==> config.mk <==
export PLATFORM = sky130hd
export DESIGN_NAME = gcd_ctrl_datapath
export DESIGN_NICKNAME = d
export VERILOG_FILES = /design/src/rtl/gcd_pkg.sv /design/src/rtl/gcd_sub_cmp.sv /design/src/rtl/gcd_ctrl_datapath.sv
export SDC_FILE = /design/constraint.sdc
export NUM_CORES = 1
export LEC_CHECK = 0
export BUFFER_PORTS_ARGS = -buffer_cell sky130_fd_sc_hd__buf_2
export CAP_MARGIN = 0
export CORE_MARGIN = 1.5
export CORE_UTILIZATION = 30
export CTS_CLUSTER_SIZE = 20
export DETAILED_ROUTE_END_ITERATION = 6
export GPL_ROUTABILITY_DRIVEN = 0
export GPL_TIMING_DRIVEN = 0
export PLACE_DENSITY = 0.54
export REMOVE_ABC_BUFFERS = 1
export SETUP_SLACK_MARGIN = 0.5
export SLEW_MARGIN = 20
export SYNTH_ARGS = -nofsm -noshare
export SYNTH_HDL_FRONTEND = slang
export SYNTH_SLANG_ARGS = --single-unit
export TNS_END_PERCENT = 50
==> constraint.sdc <==
create_clock -name clk -period 3.8 [get_ports clk]
set_clock_uncertainty 0.2 [all_clocks]
set_input_delay 0.38 -clock clk [delete_from_list [all_inputs] [get_ports clk]]
set_output_delay 0.38 -clock clk [all_outputs]
set_load 0.02 [all_outputs]
==> src/rtl/gcd_pkg.sv <==
// Shared types and default sizes for the subtraction-based GCD engine.
package gcd_pkg;

    typedef enum logic [1:0] {
        IDLE = 2'd0,
        RUN  = 2'd1,
        DONE = 2'd2
    } state_t;

    localparam int GCD_WIDTH = 4;
    localparam int GCD_CNT_W = 8;

endpackage

==> src/rtl/gcd_sub_cmp.sv <==
// Compare/subtract unit: zero tests, equality, magnitude and both differences.
// Latency: purely combinational. Backpressure: none.
module gcd_sub_cmp #(
    parameter int WIDTH = 4
) (
    input  logic [WIDTH-1:0] reg_a,
    input  logic [WIDTH-1:0] reg_b,
    output logic             a_zero,
    output logic             b_zero,
    output logic             eq,
    output logic             a_gt_b,
    output logic [WIDTH-1:0] diff_ab,
    output logic [WIDTH-1:0] diff_ba
);

    assign a_zero  = (reg_a == '0);
    assign b_zero  = (reg_b == '0);
    assign eq      = (reg_a == reg_b);
    assign a_gt_b  = (reg_a > reg_b);
    // Only the difference selected by a_gt_b is ever used, so neither underflows in practice.
    assign diff_ab = reg_a - reg_b;
    assign diff_ba = reg_b - reg_a;

endmodule

==> src/rtl/gcd_ctrl_datapath.sv <==
// GCD engine: operand registers plus IDLE/RUN/DONE controller; optional GCD_ITER_CNT_EN iteration counter.
// Latency: done pulses N+2 cycles after the start-sampling cycle (N = subtractions).
// Backpressure: start is only sampled in IDLE; requests during RUN/DONE are dropped.
module gcd_ctrl_datapath
    import gcd_pkg::*;
#(
    parameter int WIDTH = GCD_WIDTH
`ifdef GCD_ITER_CNT_EN
    , parameter int CNT_W = GCD_CNT_W
`endif
) (
    input  logic             clk,
    input  logic             reset,
    input  logic             start,
    input  logic [WIDTH-1:0] a_in,
    input  logic [WIDTH-1:0] b_in,
    output logic             busy,
    output logic             done,
    output logic [WIDTH-1:0] gcd_out,
    output logic             ld_res
`ifdef GCD_ITER_CNT_EN
    , output logic [CNT_W-1:0] iter_cnt
`endif
);

    state_t           state;
    state_t           next_state;
    logic [WIDTH-1:0] reg_a;
    logic [WIDTH-1:0] reg_b;
    logic [WIDTH-1:0] next_a;
    logic [WIDTH-1:0] next_b;
    logic [WIDTH-1:0] result;
    logic             sub_en;
    logic             a_zero;
    logic             b_zero;
    logic             eq;
    logic             a_gt_b;
    logic [WIDTH-1:0] diff_ab;
    logic [WIDTH-1:0] diff_ba;

    gcd_sub_cmp #(.WIDTH(WIDTH)) u_sub_cmp (
        .reg_a   (reg_a),
        .reg_b   (reg_b),
        .a_zero  (a_zero),
        .b_zero  (b_zero),
        .eq      (eq),
        .a_gt_b  (a_gt_b),
        .diff_ab (diff_ab),
        .diff_ba (diff_ba)
    );

    always_comb begin
        next_state = state;
        next_a     = reg_a;
        next_b     = reg_b;
        result     = '0;
        sub_en     = 1'b0;
        case (state)
            IDLE: begin
                if (start) begin
                    next_a     = a_in;
                    next_b     = b_in;
                    next_state = RUN;
                end
            end
            RUN: begin
                // Zero checks first so gcd(0,x) and gcd(x,0) terminate without looping.
                if (a_zero) begin
                    result     = reg_b;
                    next_state = DONE;
                end else if (b_zero || eq) begin
                    result     = reg_a;
                    next_state = DONE;
                end else if (a_gt_b) begin
                    next_a = diff_ab;
                    sub_en = 1'b1;
                end else begin
                    next_b = diff_ba;
                    sub_en = 1'b1;
                end
            end
            DONE:    next_state = IDLE;
            default: next_state = IDLE;
        endcase
    end

    // Outputs are registered from next_state so they line up with the state they describe.
    always_ff @(posedge clk) begin
        if (reset) begin
            state   <= IDLE;
            reg_a   <= '0;
            reg_b   <= '0;
            busy    <= 1'b0;
            done    <= 1'b0;
            gcd_out <= '0;
        end else begin
            state <= next_state;
            reg_a <= next_a;
            reg_b <= next_b;
            busy  <= (next_state != IDLE);
            done  <= (next_state == DONE);
            if (state == RUN && next_state == DONE) begin
                gcd_out <= result;
            end
        end
    end

    assign ld_res = done;

`ifdef GCD_ITER_CNT_EN
    always_ff @(posedge clk) begin
        if (reset) begin
            iter_cnt <= '0;
        end else if (state == IDLE && start) begin
            iter_cnt <= '0;
        end else if (sub_en && iter_cnt != {CNT_W{1'b1}}) begin
            iter_cnt <= iter_cnt + 1'b1;
        end
    end
`endif

endmodule

# ---- After elaboration in Yosys (flattened, before gate mapping)
# Index checks and enable logic that the tools add are counted.
dict set report classes {
  addsub 2
  multipliers 0
  div 0
  magnitude_cmp 1
  n_eq_ne 8
  shifts 0
  muxes 17
  bitwise_logic 0
  n_reduce_logical 9
}
# operator count
set ops {}
lappend ops {{2-to-1 mux 4 bit} 11}
lappend ops {{case mux 4 bit (2 select lines)} 2}
lappend ops {{inequality test 2 bit, second input constant} 5}
lappend ops {{AND reduction 5 bit} 2}
lappend ops {{logical NOT 4 bit} 2}
lappend ops {{subtractor 4 bit} 2}
lappend ops {{2-to-1 mux 2 bit} 3}
lappend ops {{equality test 4 bit} 1}
lappend ops {{greater-than comparator 4 bit} 1}
lappend ops {{case mux 2 bit (2 select lines)} 1}
lappend ops {{nonzero test 2 bit} 2}
lappend ops {{equality test 2 x 1 -> 1 bit, second input constant} 1}
lappend ops {{equality test 2 bit, second input constant} 1}
lappend ops {{logical NOT 2 bit} 1}
lappend ops {{logical AND 1 bit} 1}
lappend ops {{logical OR 1 bit} 1}
dict set report totals {
  ff_bits 16
  latch_bits 0
  ram_bits 0
  romBits 0
  out_inout_bits 7
  mem_count 0
}

# ---- Logic depth before layout (Yosys ltp)
dict set report depth {
  ltp_word 7
  ltp_mapped 8
}

# ---- By module
# From an unflattened synthesis, not the netlist that was laid out.
dict set report hier_totals {
  cells_unflattened 105
  hier_area_um2 1029.7
}
# mod n_inst cells_each area_per_inst_um2 seq_area_each_um2
set modules_own_cells {}
lappend modules_own_cells {gcd_ctrl_datapath 1 70 729.4 320.3}
lappend modules_own_cells {gcd_sub_cmp 1 35 300.3 0.0}

# ---- Least setup slack after synthesis
# OpenSTA, ideal clock, no wires.
dict set report synth_path {
  path_kind {register -> register}
  start {reg reg_a[0]}
  end {reg reg_a[3]}
  t_arrival_ps 1856
  t_required_ps 3508
  path_slack_ps 1652
  path_stages_with_launch 9
  path_buffers 0
  synth_period_minus_slack_ps 2148
  path_cell_list {dfxtp_1 > inv_1 > ha_1 > fa_1 > nand2b_1 > a21oi_1 > o21ai_1 > a21oi_1 > a311oi_1}
}
dict set report synth_between {
  elab_chain_cells 5
  word_cells_on_any_way 13
  classes_between {add/sub: 1; order compare: 1; eq/ne: 4; mux: 4; reduce/logical: 3}
}
# element line_no
set synth_rtl {}
lappend synth_rtl {{from (decl)} gcd_ctrl_datapath.sv:28} ;# logic [WIDTH-1:0] reg_a;
lappend synth_rtl {{from (signal assigned)} gcd_ctrl_datapath.sv:98} ;# reg_a <= next_a;
lappend synth_rtl {{subtractor 4 bit} gcd_sub_cmp.sv:21} ;# assign diff_ab = reg_a - reg_b;
lappend synth_rtl {{2-to-1 mux 4 bit} gcd_ctrl_datapath.sv:74} ;# end else if (a_gt_b) begin
lappend synth_rtl {{2-to-1 mux 4 bit} gcd_ctrl_datapath.sv:71} ;# end else if (b_zero || eq) begin
lappend synth_rtl {{2-to-1 mux 4 bit} gcd_ctrl_datapath.sv:68} ;# if (a_zero) begin
lappend synth_rtl {{case mux 4 bit (2 select lines)} gcd_ctrl_datapath.sv:58} ;# case (state)
# Several ways; a longest one is shown, not always the timed one. The select of a mux whose other input is x is not followed.
# A chain may end at the register's enable or synchronous reset.

# ---- Worst setup path after layout
dict set report layout_path {
  start {reg reg_a[0]}
  end {reg reg_a[0]}
}
# The elaborated chain is that of the path after synthesis.

==> summary.md <==
| Metric | Value |
|---|---|
| Status | finished clean |
| WL met1 | 1170 µm |
| Final hold vios | 0 |
| Die height | roughly 63 µm |
| Syn Std Cell Area | approximately 1100 µm² |
| Num CTS Buffers | 3 |
| Die ar. | a little under 4000 µm² |
| Worst R2R Path Depth | 8 |
| H-Tree Depth | 1 |
| Top sig layer | met3 |
| Layout Cells excl Fill | roughly 180 |
| Synth async-reset ratio | 0 |
| Setup CP Type | reg2reg |
| Max_slew headroom | 0.589 |
| Antenna Cells | 0 |
| Register area share after synthesis | 0.298 |
| Slew @ Worst Pin | around 620 ps |
| Simple-Gate Fraction of Synth Area | 0.199 |
| List of most frequent post-synthesis cells | dfxtp_1 (16), a21oi_1 (14), inv_1 (8), nor2b_1 (8) |
| Maxcap violations | 0 |
| Worst Path Max Fanout | 8 |
| Post-synth top area share | 0.298 |
| Antenna violations before repair | 0 |
| RSZ-0062 raised after global routing | no |
| Utilization after layout | 0.362 |
| Leading area contributor after synthesis | dfxtp_1 |
| Slew Limit Fails | 0 |
| Clk root buf | clkbuf_4 |
| Hold Path End | reg_b[2] |
| R2r setup slk | approximately 1400 ps |
| Met2 WL | 1080 µm |
| Placed insts | 174 |
| Main area contributors after synthesis | dfxtp_1 (30%), ha_1 (8.1%), a211oi_2 (7.0%) |
| Clock latency on the worst-skew pair | around 290 ps |
| Yosys warnings | 0 |
| Top FF cell, synth | dfxtp_1 |
| Share of layout cells above drive strength 1 | 0.265 |
| Number of global-route vias before repair | ~830 |
| Final setup TNS | 0 ps |
| Number of hold buffers added after CTS | 0 |
| Postcts setup bufs | 0 |
| Worst hold path class | in2reg |
| First-pass GRT wire length | slightly below 4000 µm |
| Setup violations, final | 0 |
| Final hold slack | between 150 and 200 ps |
| P_leak | 0.466 nW |
| HP Start | b_in[2] |
| Vias | roughly 890 |
| Nets@finish | roughly 150 |
| Crit path DAT | about 2500 ps |
| Period utilization | 0.644 |
| # resized after CTS | 0 |
| CTS tree | done |
| Hold Path Stages | 3 |
| Peak VDD IR | between 0.2 and 0.25 mV |
| Final ANT Viol Nets | 0 |
| PwrDens | between 700 and 800 nW/µm² |
| Post-synth EDFFs | 0 |
| Most common cell in the netlist | dfxtp_1 |
| Routed wire per std cell | 13.1 µm |
| Pre-CTS setup slack | between 1000 and 1500 ps |
| Core Area | roughly 3400 µm² |
| Post-synthesis sequential element count | 16 |
| Largest family of logic cells by synthesized area | compound AO/OA/AOI/OAI gates |
| Vias/cell | around 5.0 |
| Reg2Reg Launch Point | reg_a[0] |
| DRT iter0 DRCs | 46 |
| Post-DP HPWL | about 1800 µm |
| Reg clk slew, reported paths | about 90 ps |
| Die width | between 60 and 70 µm |
| Critical path capture point type | flop |
| CTS sink count | 16 |
| Mux cell area share after synthesis | 0 |
| Max Freq | ~0.4 GHz |
| Reg2Reg Capture Point | reg_a[0] |
| Min cycle time layout | around 2400 ps |
| Clock Tree Buf Depth | 2 |
| Initial core utilization | 0.317 |
| Post-synthesis compound-gate area fraction | 0.324 |
| Total I/O pin count | 18 |
| DRC Markers | 0 |
| Synth-to-Final Area Change | 14.2% |
| Setup WS post-layout | between 1000 and 1500 ps |
| Crit path required time | about 3800 ps |
| Adder-cell area share of the yosys netlist | 0.119 |
| Cells after synthesis | ~120 |
| Total track usage | 0.128 |
| Syn avg cell area | 9.35 µm² |
| # rows | 21 |
| First-pass DRT Iterations | 4 |
| DR WL met3 | between 80 and 90 µm |
| Startpoint types | flop |
| PortBufs | 17 |
| Netlist cell types | 33 |
| XOR/XNOR Fraction of Synth Area | 0.00815 |
| Final WL | about 2300 µm |
| Grt total ovfl | 0 |
| Pin count of the biggest net entering global routing | 17 |
-- cells in the final DEF (no fill, tap or decap), drive strengths merged --
cell type / n
inv: 8
a311oi: 5
and2: 1
nand2: 6
nand3b: 2
nor2b: 8
buf: 17
o21bai: 1
clkbuf: 4
fa: 2
dfxtp: 16
nor3: 5
o2111a: 1
o41ai: 1
nand2b: 3
o21ai: 4
xnor2: 1
a211oi: 6
a22oi: 4
o31ai: 2
ha: 7
o21a: 3
a21o: 1
nor4: 2
a21oi: 14
nor2: 7
nand4: 1
-- worst max path at each step --
stage,start,depth (start not counted),end,slack (ps)
after floorplan,reg_a[0],8,reg_a[0],1650
after global placement,reg_a[1],7,reg_b[3],1410
after detailed placement,reg_a[0],8,reg_a[3],1350
after CTS,reg_a[0],8,reg_a[3],1330
after global routing,reg_a[0],8,reg_a[3],1100
final,reg_a[0],8,reg_a[0],1350
-- kinds of logic after synthesis --
family                     after synthesis
buffers and inverters                   12
and+or+nand+nor                         35
DFF                                     16
adders and majority gates                9
xor gates and xnor gates                 1
AOI/OAI and AO/OA                       42
-- cell type report --
class                   instances  area, µm²
multi-input cells              87        698
clock buffers                   4       36.3
flip-flops and latches         16        320
inverters                       8       30.0
fillers                       340       2160
repair buffers                 17       85.1
well taps                      46       57.6
-- critical path, cell delays in order (launching register included) --
cell and delay, ps:
dfxtp_1 510, inv_1 80, ha_1 230, fa_1 400, nand2b_1 90, a21oi_1 60
o21ai_1 420, a21oi_1 130, a311oi_1 240
-- metal layers --
metal / up-vias / GRT usage
li1: 458 / -
met2: 18 / 0.195
met3: 0 / 0.0414
met4: 0 / 0.0333
met1: 409 / 0.174
met5: - / 0
-- flip-flops by register name, summed over array words and instances (netlist names) --
name	cells
reg_b	4
done	1
gcd_out	4
reg_a	4
state	2
busy	1
-- metrics by stage --
stage                     total power [mW]  area [µm²]
after floorplan                      0.682        1050
after global placement               0.784        1190
after detailed placement             0.793        1190
after CTS                            0.911        1230
after global routing                 0.993        1230
final                                0.903        1230
-- report_power, final --
part           switching, mW  total [mW]  leakage (nW)  internal [mW]
clock                 0.0541       0.113        0.0210         0.0584
combinational          0.285       0.511         0.313          0.226
sequential            0.0676       0.279         0.132          0.211
No activity file was read; power rests on OpenSTA's default activity.
